===== config.mk =====
export PLATFORM = sky130hd
export DESIGN_NAME = mem_arbiter_flat
export DESIGN_NICKNAME = d
export VERILOG_FILES = /design/src/rtl/mem_arbiter_if.sv /design/src/rtl/mem_arbiter.sv /design/src/flat_wrapper.sv
export SDC_FILE = /design/constraint.sdc
export NUM_CORES = 1
export LEC_CHECK = 0
export BUFFER_PORTS_ARGS = -buffer_cell sky130_fd_sc_hd__buf_4
export CAP_MARGIN = 15
export CORE_AREA = 4 4 75 77
export DETAILED_ROUTE_END_ITERATION = 6
export DIE_AREA = 0 0 79 81
export GPL_TIMING_DRIVEN = 0
export HOLD_SLACK_MARGIN = 0.1
export MAX_ROUTING_LAYER = met4
export PLACE_DENSITY = 0.69
export SLEW_MARGIN = 20
export SYNTH_ARGS = -nofsm -noshare
export SYNTH_HDL_FRONTEND = slang
export SYNTH_SLANG_ARGS = --single-unit

===== constraint.sdc =====
create_clock -name clk_i -period 2.6 [get_ports clk_i]
set_clock_uncertainty 0.05 [all_clocks]
set_input_delay 0.26 -clock clk_i [delete_from_list [all_inputs] [get_ports clk_i]]
set_output_delay 0.26 -clock clk_i [all_outputs]
set_load 0.01 [all_outputs]

===== src/rtl/mem_arbiter_if.sv =====
`default_nettype none
// +----------------------------------------------------------------------------+
// | Module      : mem_arbiter_if                                               |
// | Description : Fetch / load-store request bus and single-port memory bus.   |
// | Revision    : 1.0 - initial release                                        |
// +----------------------------------------------------------------------------+
interface mem_arbiter_if #(
  parameter int ADDR_W = 10
);
  logic              ifu_req_i;
  logic [ADDR_W-1:0] ifu_addr_i;
  logic              ifu_gnt_o;
  logic              ifu_rvalid_o;
  logic [31:0]       ifu_rdata_o;

  logic              lsu_req_i;
  logic              lsu_we_i;
  logic [ADDR_W-1:0] lsu_addr_i;
  logic [31:0]       lsu_wdata_i;
  logic              lsu_gnt_o;
  logic              lsu_rvalid_o;
  logic [31:0]       lsu_rdata_o;

  logic [ADDR_W-1:0] mem_addr_o;
  logic              mem_rd_en_o;
  logic              mem_wr_en_o;
  logic [31:0]       mem_wdata_o;
  logic [31:0]       mem_rdata_i;

  modport slave (
    input  ifu_req_i, ifu_addr_i,
    output ifu_gnt_o, ifu_rvalid_o, ifu_rdata_o,
    input  lsu_req_i, lsu_we_i, lsu_addr_i, lsu_wdata_i,
    output lsu_gnt_o, lsu_rvalid_o, lsu_rdata_o,
    output mem_addr_o, mem_rd_en_o, mem_wr_en_o, mem_wdata_o,
    input  mem_rdata_i
  );

  modport master (
    output ifu_req_i, ifu_addr_i,
    input  ifu_gnt_o, ifu_rvalid_o, ifu_rdata_o,
    output lsu_req_i, lsu_we_i, lsu_addr_i, lsu_wdata_i,
    input  lsu_gnt_o, lsu_rvalid_o, lsu_rdata_o,
    input  mem_addr_o, mem_rd_en_o, mem_wr_en_o, mem_wdata_o,
    output mem_rdata_i
  );
endinterface
`default_nettype wire


===== src/rtl/mem_arbiter.sv =====
`default_nettype none
// +----------------------------------------------------------------------------+
// | Module      : mem_arbiter                                                  |
// | Description : Two-requester (IFU/LSU) arbiter for a single-port memory     |
// |               with starvation guard. MEM_ARB_RR_EN selects round-robin     |
// |               conflict policy; otherwise LSU has fixed priority.           |
// | Revision    : 1.0 - initial release                                        |
// +----------------------------------------------------------------------------+
module mem_arbiter #(
  parameter int ADDR_W   = 10,
  parameter int MAX_WAIT = 7
) (
  input  wire logic     clk_i,
  input  wire logic     rst_i,
  mem_arbiter_if.slave  bus
);

  localparam int                 c_cnt_w    = $clog2(MAX_WAIT + 1);
  localparam logic [c_cnt_w-1:0] c_max_wait = c_cnt_w'(MAX_WAIT);
  localparam logic [c_cnt_w-1:0] c_cnt_one  = c_cnt_w'(1);

  typedef enum logic [1:0] {
    IDLE   = 2'd0,
    RD_IFU = 2'd1,
    RD_LSU = 2'd2
  } state_t;

  state_t             r_state;
  logic [c_cnt_w-1:0] r_ifu_wait;
  logic [c_cnt_w-1:0] r_lsu_wait;
  logic               r_last_lsu;

  logic w_ifu_max;
  logic w_lsu_max;
  logic w_policy_lsu;
  logic w_pick_lsu;
  logic w_ifu_gnt;
  logic w_lsu_gnt;

  assign w_ifu_max = (r_ifu_wait == c_max_wait);
  assign w_lsu_max = (r_lsu_wait == c_max_wait);

`ifdef MEM_ARB_RR_EN
  assign w_policy_lsu = ~r_last_lsu;
`else
  // Last-grant history is still maintained but only the round-robin policy reads it.
  logic w_unused_last;
  assign w_unused_last = r_last_lsu;
  assign w_policy_lsu  = 1'b1;
`endif

  // A saturated waiter overrides the policy; LSU wins when both are saturated.
  assign w_pick_lsu = w_lsu_max | (~w_ifu_max & w_policy_lsu);
  assign w_lsu_gnt  = ~rst_i & bus.lsu_req_i & (~bus.ifu_req_i | w_pick_lsu);
  assign w_ifu_gnt  = ~rst_i & bus.ifu_req_i & ~w_lsu_gnt;

  assign bus.ifu_gnt_o = w_ifu_gnt;
  assign bus.lsu_gnt_o = w_lsu_gnt;

  always_comb begin
    bus.mem_rd_en_o = 1'b0;
    bus.mem_wr_en_o = 1'b0;
    bus.mem_addr_o  = '0;
    bus.mem_wdata_o = '0;
    if (w_ifu_gnt) begin
      bus.mem_rd_en_o = 1'b1;
      bus.mem_addr_o  = bus.ifu_addr_i;
    end else if (w_lsu_gnt) begin
      bus.mem_rd_en_o = ~bus.lsu_we_i;
      bus.mem_wr_en_o = bus.lsu_we_i;
      bus.mem_addr_o  = bus.lsu_addr_i;
      bus.mem_wdata_o = bus.lsu_wdata_i;
    end
  end

  assign bus.ifu_rvalid_o = (r_state == RD_IFU);
  assign bus.lsu_rvalid_o = (r_state == RD_LSU);
  assign bus.ifu_rdata_o  = bus.ifu_rvalid_o ? bus.mem_rdata_i : 32'd0;
  assign bus.lsu_rdata_o  = bus.lsu_rvalid_o ? bus.mem_rdata_i : 32'd0;

  always_ff @(posedge clk_i or posedge rst_i) begin
    if (rst_i) begin
      r_state    <= IDLE;
      r_ifu_wait <= '0;
      r_lsu_wait <= '0;
      r_last_lsu <= 1'b0;
    end else begin
      if (w_ifu_gnt) begin
        r_state <= RD_IFU;
      end else if (w_lsu_gnt && !bus.lsu_we_i) begin
        r_state <= RD_LSU;
      end else begin
        r_state <= IDLE;
      end

      if (bus.ifu_req_i && !w_ifu_gnt) begin
        if (!w_ifu_max) r_ifu_wait <= r_ifu_wait + c_cnt_one;
      end else begin
        r_ifu_wait <= '0;
      end

      if (bus.lsu_req_i && !w_lsu_gnt) begin
        if (!w_lsu_max) r_lsu_wait <= r_lsu_wait + c_cnt_one;
      end else begin
        r_lsu_wait <= '0;
      end

      if (w_ifu_gnt) begin
        r_last_lsu <= 1'b0;
      end else if (w_lsu_gnt) begin
        r_last_lsu <= 1'b1;
      end
    end
  end

endmodule
`default_nettype wire


===== src/flat_wrapper.sv =====
// flat-port wrapper written by rule: the top's interface ports become plain ports
module mem_arbiter_flat 
#(
  parameter int ADDR_W   = 10,
  parameter int MAX_WAIT = 7
)
  (clk_i, rst_i, bus_ifu_req_i, bus_ifu_addr_i, bus_ifu_gnt_o, bus_ifu_rvalid_o, bus_ifu_rdata_o, bus_lsu_req_i, bus_lsu_we_i, bus_lsu_addr_i, bus_lsu_wdata_i, bus_lsu_gnt_o, bus_lsu_rvalid_o, bus_lsu_rdata_o, bus_mem_addr_o, bus_mem_rd_en_o, bus_mem_wr_en_o, bus_mem_wdata_o, bus_mem_rdata_i);
  mem_arbiter_if #(.ADDR_W(ADDR_W)) bus_i ();
  input  wire logic clk_i;
  input  wire logic rst_i;
  input wire logic [$bits(bus_i.ifu_req_i)-1:0] bus_ifu_req_i;
  input wire logic [$bits(bus_i.ifu_addr_i)-1:0] bus_ifu_addr_i;
  output wire logic [$bits(bus_i.ifu_gnt_o)-1:0] bus_ifu_gnt_o;
  output wire logic [$bits(bus_i.ifu_rvalid_o)-1:0] bus_ifu_rvalid_o;
  output wire logic [$bits(bus_i.ifu_rdata_o)-1:0] bus_ifu_rdata_o;
  input wire logic [$bits(bus_i.lsu_req_i)-1:0] bus_lsu_req_i;
  input wire logic [$bits(bus_i.lsu_we_i)-1:0] bus_lsu_we_i;
  input wire logic [$bits(bus_i.lsu_addr_i)-1:0] bus_lsu_addr_i;
  input wire logic [$bits(bus_i.lsu_wdata_i)-1:0] bus_lsu_wdata_i;
  output wire logic [$bits(bus_i.lsu_gnt_o)-1:0] bus_lsu_gnt_o;
  output wire logic [$bits(bus_i.lsu_rvalid_o)-1:0] bus_lsu_rvalid_o;
  output wire logic [$bits(bus_i.lsu_rdata_o)-1:0] bus_lsu_rdata_o;
  output wire logic [$bits(bus_i.mem_addr_o)-1:0] bus_mem_addr_o;
  output wire logic [$bits(bus_i.mem_rd_en_o)-1:0] bus_mem_rd_en_o;
  output wire logic [$bits(bus_i.mem_wr_en_o)-1:0] bus_mem_wr_en_o;
  output wire logic [$bits(bus_i.mem_wdata_o)-1:0] bus_mem_wdata_o;
  input wire logic [$bits(bus_i.mem_rdata_i)-1:0] bus_mem_rdata_i;
  assign bus_i.ifu_req_i = bus_ifu_req_i;
  assign bus_i.ifu_addr_i = bus_ifu_addr_i;
  assign bus_ifu_gnt_o = bus_i.ifu_gnt_o;
  assign bus_ifu_rvalid_o = bus_i.ifu_rvalid_o;
  assign bus_ifu_rdata_o = bus_i.ifu_rdata_o;
  assign bus_i.lsu_req_i = bus_lsu_req_i;
  assign bus_i.lsu_we_i = bus_lsu_we_i;
  assign bus_i.lsu_addr_i = bus_lsu_addr_i;
  assign bus_i.lsu_wdata_i = bus_lsu_wdata_i;
  assign bus_lsu_gnt_o = bus_i.lsu_gnt_o;
  assign bus_lsu_rvalid_o = bus_i.lsu_rvalid_o;
  assign bus_lsu_rdata_o = bus_i.lsu_rdata_o;
  assign bus_mem_addr_o = bus_i.mem_addr_o;
  assign bus_mem_rd_en_o = bus_i.mem_rd_en_o;
  assign bus_mem_wr_en_o = bus_i.mem_wr_en_o;
  assign bus_mem_wdata_o = bus_i.mem_wdata_o;
  assign bus_i.mem_rdata_i = bus_mem_rdata_i;
  mem_arbiter #(.ADDR_W(ADDR_W), .MAX_WAIT(MAX_WAIT)) u_core (.clk_i(clk_i), .rst_i(rst_i), .bus(bus_i));
endmodule

==> summary.txt, run 1 <==
Clock tree
  – CTS max path bufs: 2
  – Worst-Skew Late Latency: around 0.23 ns
  – Clock Root Buffer: clkbuf_8
  – Clock slew at reported path FFs: 0.04 ns
  – Total CTS buffers: 3
  – # clock sinks: 8
  – CTS tree: yes
  – Htree depth: 1

Setup path
  – Arr. time, crit path: about 2.1 ns
  – Crit path kind: flop to output pin
  – Critical Path End: bus_mem_addr_o[6]
  – Startpoint Class: flop
  – Flop-to-flop setup slack: between 0.7 and 0.8 ns
  – Max FO, Critical Path: 11
  – Critical path capture point type: output pin
  – CP required: 2.29 ns
  – Reg-to-reg endpoint: u_core.r_ifu_wait[0]$_DFFE_PP0P_
  – R2R Path Start: u_core.r_lsu_wait[0]$_DFFE_PP0P_
  – R2R cell count: 6
  – CP startpoint: u_core.r_lsu_wait[0]$_DFFE_PP0P_

Outcome
  – Status: complete, no violations

Run
  – Max Cap Viol: 0

Global routing
  – Total GRT Usage: 16.51%
  – Grt peak-use layer: met2
  – Met2 GRT Util: 29.80%
  – GR Util met3: 4.102%
  – M1 GR Usage: 18.73%
  – First-pass GRT wire length: 8307 µm
  – Vias in the first global route: 1672
  – Initial antenna violation count: 0
  – Global route overflow: 0
  – Pin count of the biggest net entering global routing: 12

Detailed routing
  – DR iter-0 viols: 37
  – Total number of vias: roughly 1800
  – Final ANT Viol Nets: 0
  – Vias per cell: between 4 and 5
  – Drt total wl: 5922 µm
  – Pre-antenna DRT Iters: 4
  – Drt wl/cell: 13.77 µm
  – DRC: 0

Yosys
  – Post-synth top area share: between 50% and 60%
  – Synthesized area: roughly 0.0012 mm²
  – Yosys cell types: 21
  – Syn Area/Cell: 7.693 µm²
  – Yosys warning count: 0
  – Synth top area cells: and2_1 (51%), dfrtp_1 (17%), a22o_1 (7.3%)
  – Synthesized instance count: roughly 160
  – Yosys top cell by area: and2_1
  – Sequential area share after synthesis: 16.79%
  – Seq cells post-synth: 8
  – Mapped Nets: 248

Worst hold path
  – Hold Path Origin: bus_ifu_req_i
  – Worst min path class: primary input to flop

STA
  – Relative slew slack: between 70 and 80%
  – Final Hold Viols: 0
  – Slew Viols, Final: 0
  – Worst-Margin Slew: between 0.3 and 0.4 ns
  – Setup-failing EPs final: 0
  – Min cycle time layout: 2.445 ns
  – Setup TNS: 0 ns
  – RSZ-0062 raised after global routing: false
  – Maximum clock rate: 408.9 MHz
  – Final worst-path cycle share: a little over nine tenths

Floorplan
  – Site row count: 26
  – Core Box Area: 0.005010 mm²
  – Die W: about 79 µm
  – Die H: around 81 µm
  – IO Count: roughly 200
  – Starting Density: between 20% and 30%
  – Die Area: around 0.0064 mm²

Layout
  – Share of layout cells above drive strength 1: about three fifths
  – Final instance count without filler cells: 430
  – Commonest cells after routing, fill and taps aside: buf_4 (200), and2_1 (98), a22o_1 (10), dfrtp_1 (8), clkbuf_1 (6)
  – Most common cell after layout, fill and taps aside: buf_4
  – Area growth syn-to-layout: 139.6%
  – Post-Layout Inst Area: 0.002856 mm²
  – N_diodes: 0
  – Fin nets: between 400 and 500

Place
  – Final GP Congestion: roughly 0.75
  – Placed Cells: 425
  – HPWL Detailed: approximately 5300 µm
  – DP Area: between 0.002 and 0.003 mm²
  – Port Buf Inserts: 200

Pwr
  – Peak VDD IR: 0.0003792 V
  – Power per cell area: between 200 and 250 mW/mm²
  – Leak Pwr: roughly 1.6 nW
cell usage after synthesis:
| cell type | number |
|---|---|
| nand2_1 | 1 |
| a21oi_1 | 1 |
| xnor2_1 | 1 |
| and2_1 | 98 |
| nand2b_1 | 2 |
| buf_6 | 4 |
| mux2i_1 | 4 |
| nor3b_4 | 1 |
| buf_2 | 1 |
| nor2_1 | 4 |
| o21ai_0 | 1 |
| and3b_1 | 1 |
| a22o_1 | 10 |
| xor2_1 | 1 |
| ha_1 | 4 |
| a21o_1 | 1 |
| nor2b_1 | 2 |
| dfrtp_1 | 8 |
| inv_1 | 2 |
| clkbuf_1 | 6 |
| nor3b_1 | 2 |
state kept, by name, indices dropped and copies added, names as in the netlist:
| signal | count |
|---|---|
| u_core.r_state | 2 |
| u_core.r_ifu_wait | 3 |
| u_core.r_lsu_wait | 3 |
where the power goes:
group / internal [mW] / leakage (nW) / total, mW / switching (mW)
Clock: 0.100 / 0.0216 / 0.148 / 0.0477
Sequential: 0.131 / 0.107 / 0.135 / 0.00389
Combinational: 0.204 / 1.50 / 0.327 / 0.124
Total: 0.435 / 1.63 / 0.611 / 0.175
metal layers:
layer / routed length (µm) / share of wire (%)
met3: 556 / 9.4
met4: 85 / 1.4
met2: 3198 / 54
met5: 0 / 0
met1: 2082 / 35
worst max-delay path, cell delays in order (launching register included):
cell      delay, ns
dfrtp_1        0.40
ha_1           0.21
ha_1           0.26
nand2b_1       0.18
a21oi_2        0.27
buf_2          0.30
a22o_1         0.17
buf_4          0.12
cells by family (layout without fill, tap and decap cells):
kind of cell               count (synthesis)  after routing  share of synthesized area (%)
xor gates and xnor gates                   2              2                          1.469
DFF                                        8              8                          16.79
muxes                                      4              4                          3.358
AOI/OAI and AO/OA                         13             13                          8.813
and+or+nand+nor                          111            111                          58.66
buffers and inverters                     13            218                          6.715
adders and majority gates                  4              4                          4.197
worst min path at each step:
stage / endpoint / cells past startpoint / slack, ns
floorplan: u_core.r_ifu_wait[0]$_DFFE_PP0P_ / 1 / 0.03
global placement: u_core.r_lsu_wait[0]$_DFFE_PP0P_ / 2 / 0.21
detailed placement: u_core.r_lsu_wait[1]$_DFFE_PP0P_ / 2 / 0.21
CTS: u_core.r_ifu_wait[0]$_DFFE_PP0P_ / 3 / 0.24
global route: u_core.r_ifu_wait[0]$_DFFE_PP0P_ / 3 / 0.25
finish: u_core.r_ifu_wait[0]$_DFFE_PP0P_ / 3 / 0.24
final cells by class:
type                    count  area (µm²)
fillers                   497        2153
inverters                   2       7.507
repair buffers            202        1531
clock buffers               3       41.29
plain buffers              11       72.57
well taps                  70       87.58
flip-flops and latches      8       200.2
multi-input cells         134       915.9
metrics by stage:
step,utilization (%),setup WS (ns),hold slack [ns],power [mW]
floorplan,-,0.5282,0.02566,0.2508
global placement,55.52,0.2631,0.2094,0.4576
detailed placement,55.52,0.2770,0.2136,0.4616
CTS,56.54,0.02347,0.2428,0.6107
global route,57.02,0.03228,0.2544,0.6484
finish,57.02,0.1546,0.2416,0.6105
what timing repair did:
action,in CTS,in global routing
hold endpoints to repair,8,0
buffers inserted,0,1
resized for setup,0,1
hold buffers,1,0
endpoints found under the setup margin,0,40
Note: power is estimated with default switching activity, not from simulation.
==> run 2: changes to the inputs <==
Settings changed: CORE_AREA 4 4 75 77 to 4 4 77 79, DIE_AREA 0 0 79 81 to 0 0 81 83, PLACE_DENSITY 0.69 to 0.66.
==> run 2 against run 1 <==
Sequential power is essentially flat. Register-to-register slack is essentially flat. Cell count grew 0.47%. Wire length grew 1.8%. Die area grew 5.1%. Power shrank 0.69%. Critical path type unchanged. Critical endpoint is now bus_mem_addr_o[4]. Largest cell class unchanged. Largest power group unchanged. Highest routed layer unchanged.
==> summary.txt, run 2 (synthesized netlist as in run 1, its figures left out) <==
Place
  – Final GP Congestion: just over 0.8
  – DP Area: 0.002784 mm²
  – HPWL Detailed: between 5000 and 6000 µm
  – Placed Cells: 427
  – Port Buf Inserts: 200

Setup path
  – R2R cell count: 6
  – Max FO, Critical Path: 11
  – Crit path kind: flop to output pin
  – CP required: about 2.3 ns
  – Startpoint Class: flop
  – Critical path capture point type: output pin
  – Arr. time, crit path: ~2.1 ns

Global routing
  – Pin count of the biggest net entering global routing: 12
  – Vias in the first global route: roughly 1700
  – Global route overflow: 0
  – M1 GR Usage: between 15 and 20%
  – Grt peak-use layer: met2
  – Total GRT Usage: between 10% and 20%
  – GR Util met3: around 2.8%
  – First-pass GRT wire length: ~8800 µm
  – Initial antenna violation count: 0
  – Met2 GRT Util: 31.67%

Pwr
  – Power per cell area: 211.9 mW/mm²
  – Pwr Total: 606.3 µW
  – Peak VDD IR: approximately 0.00032 V
  – Leak Pwr: 1.629 nW

STA
  – RSZ-0062 raised after global routing: false
  – Maximum clock rate: 407.4 MHz
  – Setup-failing EPs final: 0
  – Minimum hold slack: roughly 0.24 ns
  – Slew Viols, Final: 0
  – Relative slew slack: 72.29%
  – Setup TNS: 0 ns
  – Final Hold Viols: 0
  – Final worst-path cycle share: 94.42%
  – Worst-Margin Slew: between 0.4 and 0.5 ns
  – Min cycle time layout: 2.455 ns

Floorplan
  – Die W: between 80 and 90 µm
  – Site row count: 27
  – Starting Density: between 20 and 25%
  – Core Box Area: 0.005338 mm²
  – IO Count: around 200
  – Die Area: around 0.0067 mm²
  – Die H: around 83 µm

Layout
  – Largest regs: u_core.r_ifu_wait: 3 flops, u_core.r_lsu_wait: 3 flops, u_core.r_state: 2 flops
  – Most common cell after layout, fill and taps aside: buf_4
  – Fin nets: approximately 460
  – Final instance count without filler cells: between 400 and 500
  – Post-Layout Inst Area: ~0.0029 mm²
  – Area growth syn-to-layout: 140.0%
  – N_diodes: 0
  – Share of layout cells above drive strength 1: between 50% and 60%
  – Commonest cells after routing, fill and taps aside: buf_4 (200), and2_1 (98), a22o_1 (10), dfrtp_1 (8), clkbuf_1 (6)
  – Fill cells: between 500 and 600

Worst hold path
  – Cell depth of the worst hold path: 3
  – Worst min path class: primary input to flop

Clock tree
  – Clock slew at reported path FFs: 0.04 ns
  – CTS max path bufs: 2
  – Htree depth: 1
  – Total CTS buffers: 3
  – CTS tree: yes
  – Worst-Skew Late Latency: 0.22 ns
  – # clock sinks: 8
  – Clock Root Buffer: clkbuf_8

Detailed routing
  – Drt total wl: approximately 6000 µm
  – Total number of vias: 1732
  – Final ANT Viol Nets: 0
  – Pre-antenna DRT Iters: 4
  – DR iter-0 viols: 17
  – Drt wl/cell: 13.95 µm
  – DRC: 0
  – Vias per cell: 4.009

Outcome
  – Status: complete, no violations

Run
  – Max Cap Viol: 0
[run 2: changes by cell type in the layout (fill, tap and decap cells not counted)]
cell,change
clkbuf_4,+1
buf_2,-1
[run 2: per-layer routing]
metal | vias up | wire [µm]
li1 | 901 | -
met1 | 734 | 2100
met2 | 93 | 3238
met3 | 4 | 628
met4 | 0 | 58
met5 | - | 0
[run 2: layout make-up]
type                            count  area [µm²]  share of cell area, %
Buffer                             11       75.07                  2.624
Multi-Input combinational cell    134       915.9                  32.01
Timing Repair Buffer              202        1531                  53.52
Clock buffer                        3       41.29                  1.443
Tap cell                           72       90.09                  3.148
Inverter                            2       7.507                 0.2624
Sequential cell                     8       200.2                  6.996
[run 2: per-stage QoR]
step                      util, %  setup WS, ns
after CTS                   53.19       0.01024
after global placement      52.16        0.2208
after detailed placement    52.16        0.1737
after global routing        53.61       0.02992
final                       53.61        0.1451
after floorplan                 -        0.5282
[run 2: path summary, 6_finish.rpt]
| check | start | slack (ns) | end |
|---|---|---|---|
| worst max-delay path | u_core.r_lsu_wait[0]$_DFFE_PP0P_ | 0.15 | bus_mem_addr_o[4] |
| worst min-delay path | bus_ifu_req_i | 0.24 | u_core.r_ifu_wait[0]$_DFFE_PP0P_ |
| worst max register to register | u_core.r_lsu_wait[0]$_DFFE_PP0P_ | 0.71 | u_core.r_ifu_wait[2]$_DFFE_PP0P_ |
| worst min register to register | u_core.r_lsu_wait[2]$_DFFE_PP0P_ | 0.49 | u_core.r_lsu_wait[2]$_DFFE_PP0P_ |
| max in group asynchronous | rst_i | 1.74 | u_core.r_state[0]$_DFF_PP0_ |
| min in group asynchronous | rst_i | 0.53 | u_core.r_ifu_wait[1]$_DFFE_PP0P_ |
[run 2: worst max-delay path, stage by stage (launching register included)]
cell	delay [ns]
dfrtp_1	0.39
ha_1	0.21
ha_1	0.26
nand2b_1	0.21
a21oi_2	0.30
clkbuf_4	0.29
a22o_1	0.15
buf_4	0.12
[run 2: timing repair]
| action | CTS | global route |
|---|---|---|
| endpoints found under the hold margin | 8 | 0 |
| hold buffers | 1 | 0 |
| pin swaps | 0 | 1 |
| resized for setup | 1 | 1 |
| setup buffers | 0 | 1 |
| endpoints found under the setup margin | 6 | 39 |
[run 2: report_power, final]
| part | leakage (nW) | total (mW) | internal [mW] | switching, mW |
|---|---|---|---|---|
| logic | 1.50 | 0.327 | 0.204 | 0.123 |
| registers | 0.107 | 0.135 | 0.131 | 0.00375 |
| clock network | 0.0216 | 0.144 | 0.0999 | 0.0443 |
